File: src/rtl/serialmul_ctrl.sv
// Sequencer and datapath for a W-cell bit-serial multiply-add array: latches a/b,
// streams b LSB-first with sync, and deserialises the 2W-bit product. Option: SERIALMUL_ABORT_EN.
module serialmul_ctrl #(
  parameter int unsigned W = 8
) (
  input  logic           clk,
  input  logic           reset,
  input  logic           start,
`ifdef SERIALMUL_ABORT_EN
  input  logic           abort,
`endif
  input  logic [W-1:0]   a,
  input  logic [W-1:0]   b,
  output logic           busy,
  output logic           done,
  output logic [2*W-1:0] p
);

  localparam int unsigned CW = $clog2(2 * W + 1);
  localparam logic [CW-1:0] LastCnt = CW'(2 * W);

  typedef enum logic [1:0] {StIdle, StRun, StDone} state_e;

  state_e          state_q, state_d;
  logic [CW-1:0]   cnt_q;
  logic [W-1:0]    a_q, b_sr_q;
  logic [2*W-2:0]  prod_sr_q;
  logic [2*W-1:0]  p_q;
  logic [W-1:0]    sum_q, carry_q, sum_d, carry_d, sum_in;
  logic            accept, slot, sync, b_bit, abort_run;

`ifdef SERIALMUL_ABORT_EN
  assign abort_run = abort;
`else
  assign abort_run = 1'b0;
`endif

  assign accept = start && (state_q != StRun);
  assign slot   = (state_q == StRun) && (cnt_q != LastCnt);
  assign sync   = slot && (cnt_q == '0);
  assign b_bit  = b_sr_q[0];

  // sync drops both feedback terms so stale cell state from an aborted run is discarded
  assign sum_in = {1'b0, sum_q[W-1:1]} & {W{~sync}};

  for (genvar i = 0; i < W; i++) begin : g_cell
    logic [1:0] tot;
    assign tot = 2'(a_q[i] & b_bit) + 2'(sum_in[i]) + 2'(carry_q[i] & ~sync);
    assign sum_d[i]   = tot[0];
    assign carry_d[i] = tot[1];
  end

  always_comb begin
    state_d = state_q;
    busy    = 1'b0;
    done    = 1'b0;
    unique case (state_q)
      StIdle: begin
        if (accept) state_d = StRun;
      end
      StRun: begin
        busy = 1'b1;
        if (abort_run)              state_d = StIdle;
        else if (cnt_q == LastCnt)  state_d = StDone;
      end
      StDone: begin
        done    = 1'b1;
        state_d = accept ? StRun : StIdle;
      end
      default: state_d = StIdle;
    endcase
  end

  always_ff @(posedge clk) begin
    if (reset) begin
      state_q   <= StIdle;
      cnt_q     <= '0;
      a_q       <= '0;
      b_sr_q    <= '0;
      prod_sr_q <= '0;
      p_q       <= '0;
      sum_q     <= '0;
      carry_q   <= '0;
    end else begin
      state_q <= state_d;
      if (accept) begin
        a_q    <= a;
        b_sr_q <= b;
        cnt_q  <= '0;
      end else if (state_q == StRun) begin
        cnt_q <= cnt_q + 1'b1;
        if (slot) b_sr_q <= b_sr_q >> 1;
      end
      if (slot) begin
        sum_q   <= sum_d;
        carry_q <= carry_d;
      end
      // Cell output is registered, so product bit k appears while the counter reads k+1
      if (state_q == StRun && cnt_q != '0) prod_sr_q <= {sum_q[0], prod_sr_q[2*W-2:1]};
      if (state_q == StRun && cnt_q == LastCnt && !abort_run) p_q <= {sum_q[0], prod_sr_q};
    end
  end

  assign p = p_q;

endmodule

File: config.mk
export PLATFORM = sky130hd
export DESIGN_NAME = serialmul_ctrl
export DESIGN_NICKNAME = d
export VERILOG_FILES = /design/src/rtl/serialmul_ctrl.sv
export SDC_FILE = /design/constraint.sdc
export NUM_CORES = 1
export LEC_CHECK = 0
export CAP_MARGIN = 5
export CORE_MARGIN = 2
export CORE_UTILIZATION = 58
export DETAILED_ROUTE_END_ITERATION = 16
export PLACE_DENSITY = 0.9
export SYNTH_ARGS = -nofsm -noshare
export SYNTH_HDL_FRONTEND = slang
export SYNTH_SLANG_ARGS = --single-unit
export TNS_END_PERCENT = 100
File: constraint.sdc
create_clock -name clk -period 5.4 [get_ports clk]
set_input_delay 1.35 -clock clk [delete_from_list [all_inputs] [get_ports clk]]
set_output_delay 1.35 -clock clk [all_outputs]
set_load 0.05 [all_outputs]
==> impl_results.md <==
* Run status: finished, final reports clean
* Setup slack after layout at 2.01 ns
* Wire per inst at 12.8 um
* Max Cap Viol at 0
* Syn avg cell area at 8.23 sq um
* Layout cell share with drive strength beyond 1 at 6.07%
* Die ar. at 5520 sq um
* Vias in the first global route at 2279
* Syn nets at 377
* Cts hold-fix bufs at 0
* Post-synthesis sequential area ratio at 48.9%
* Detail Placement HPWL at 3500 um
* H-tree levels at 3
* Worst Path Arrival at 2.04 ns
* Power density cells at 312 nW/um^2
* Total number of vias at 2360
* Setup TNS at 0 ns
* Fin util at 72.2%
* Tot Pwr at 1.07 mW
* Fin crit period at 3.39 ns
* Clk_lat worst skew at 0.35 ns
* RePlAce Congestion at 0.743
* FP Rows at 25
* Synth Instances at 348
* Clock skew at 0.00970 ns
* Post-Syn Area at 2860 sq um
* Critical path data required time at 4.05 ns
* GR Overflow Total at 0
* Residual DRC at 0
* Worst Setup Start Kind: flip-flop
* First-pass GRT wire length at 9760 um
* CTS tree: yes
* Postcts setup bufs at 0
* Hold WS at 0.452 ns
* Area of the core at 4750 sq um
* Unrepaired setup endpoints after global routing: no
* Detailed Routing Iterations Pass 1 at 4
* TritonCTS Buffers at 9
* Largest net degree at the start of global routing at 71
* Drt total wl at 5700 um
* Synthesis-stage register bit count at 70
* Worst-path clk slew at 0.08 ns
* Synth Warn # at 0
* Element type at the critical path end: output port
* Register area at 1400 sq um
* # clock sinks at 70
* Crit-path max FO at 11
* Routed Antenna Nets at 0
* Drt initial violations at 170
* Peak supply drop at 0.254 mV
* Starting Density at 60.2%
* Slew Limit Fails at 0
* Unique masters post-synth at 29
* Chip width at 74.3 um
* Worst-margin pin slew at 0.788 ns
* Root buffer cell: clkbuf_8
* Clk buf depth at 2
* Leak Pwr at 1.23 nW
* Fillers at 373
* Die Height at 74.3 um
* Endpoints failing setup at 0
* Dpl ws at 2.41 ns
* I/O Buffers at 36
* Hold crit path type: flip-flop to flip-flop
* Crit path kind: flip-flop to output port
* Slew headroom at 47.5%
* N_diodes at 0
* Number of gates resized after cts at 0
* Initial antenna violation count at 0
* GRT Overall Usage at 23.0%
* Final Cycle Share at 62.7%
* Final Hold Fails at 0
* Final-stage net count at 403
* Layout area overhead at 19.9%
* Multi-input logic area at 1340 sq um
* Vias per cell at 5.29
* I/O pins at 37
* Fmax at 295 MHz
## where the power goes
group          internal, mW  switching (mW)  leakage, nW
combinational        0.0269          0.0446        0.550
clock                 0.261           0.206        0.109
sequential            0.525         0.00637        0.567
total                 0.814           0.257         1.23
## worst max-delay path: stages, from the launching register on
cell	delay, ns
dfxtp_1	0.31
nand2b_1	0.21
inv_1	0.29
clkdlybuf4s50_1	0.87
## layer usage
metal / share of wire [%] / global-route usage, % / vias to the layer above
met4: 1.4 / 7.74 / 0
met2: 52 / 40.3 / 59
li1: - / - / 1187
met1: 43 / 26.8 / 1105
met3: 3.7 / 7.32 / 9
met5: 0 / 0 / -
## worst paths after layout
kind         slack, ns  cells past startpoint        from          to
max reg2reg       3.03                      8    cnt_q[0]    sum_q[0]
max               2.01                      3  state_q[1]        busy
min               0.45                      2  carry_q[3]  carry_q[3]
min reg2reg       0.45                      2  carry_q[3]  carry_q[3]
## cells in the mapped netlist, drive strengths merged
library cell  number  area (sq um)
nand2            113           424
dfxtp             70          1400
a21oi             66           330
and2              24           150
clkbuf            13          50.0
buf               10          57.6
nand3              9          45.0
a22oi              7          52.6
fa                 7           140
nor3               5          25.0
ha                 3          37.5
inv                3          11.3
xor2               3          26.3
nand2b             2          12.5
nand4              2          12.5
nor2               2          7.51
a21o               1          7.51
and3               1          6.26
nor2b              1          6.26
nor3b              1          12.5
o21a               1          7.51
o21ai              1          8.76
or3                1          11.3
or3b               1          11.3
xnor2              1          8.76
## metrics by stage
step,instances,area (sq um)
3_3_place_gp,430,3210
6_report,446,3430
3_5_place_dp,430,3210
2_1_floorplan,348,2860
4_1_cts,446,3430
5_1_grt,446,3430
## logic make-up (layout without fill, tap and decap cells)
logic type	Yosys count	count (layout)	share of synthesized area (%)
xor+xnor	4	4	1.22
buf+inv	26	57	4.15
compound gates	76	76	14.2
flops	70	70	48.9
simple gates	162	162	25.3
fa+ha+maj	10	10	6.20
## sequential cells by signal, summed over array words and instances, names as in the netlist
| name | flops |
|---|---|
| state_q | 2 |
| carry_q | 8 |
| sum_q | 8 |
| cnt_q | 5 |
| b_sr_q | 8 |
| p | 16 |
| a_q | 8 |
| prod_sr_q | 15 |
## placed cells by master (no fill, tap or decap), types with 2 or more instances in the layout
| master | count |
|---|---|
| nand2_1 | 113 |
| dfxtp_1 | 70 |
| a21oi_1 | 66 |
| clkdlybuf4s50_1 | 35 |
| and2_1 | 24 |
| nand3_1 | 9 |
| clkbuf_8 | 9 |
| a22oi_1 | 7 |
| fa_1 | 7 |
| nor3_1 | 5 |
| inv_1 | 3 |
| xor2_1 | 3 |
| ha_1 | 3 |
| clkinv_4 | 3 |
| nand2b_1 | 2 |
| nand4_1 | 2 |
| nor2_1 | 2 |
| bufinv_16 | 2 |
| buf_4 | 2 |
## area by class of cell
cell class | count | share of cell area, %
repair buffers | 38 | 10.8
flip-flops and latches | 70 | 40.8
clock inverters | 7 | 2.88
inverters | 3 | 0.328
well taps | 67 | 2.44
clock buffers | 9 | 3.61
multi-input cells | 252 | 39.1
No activity file was read; power rests on OpenSTA's default activity.
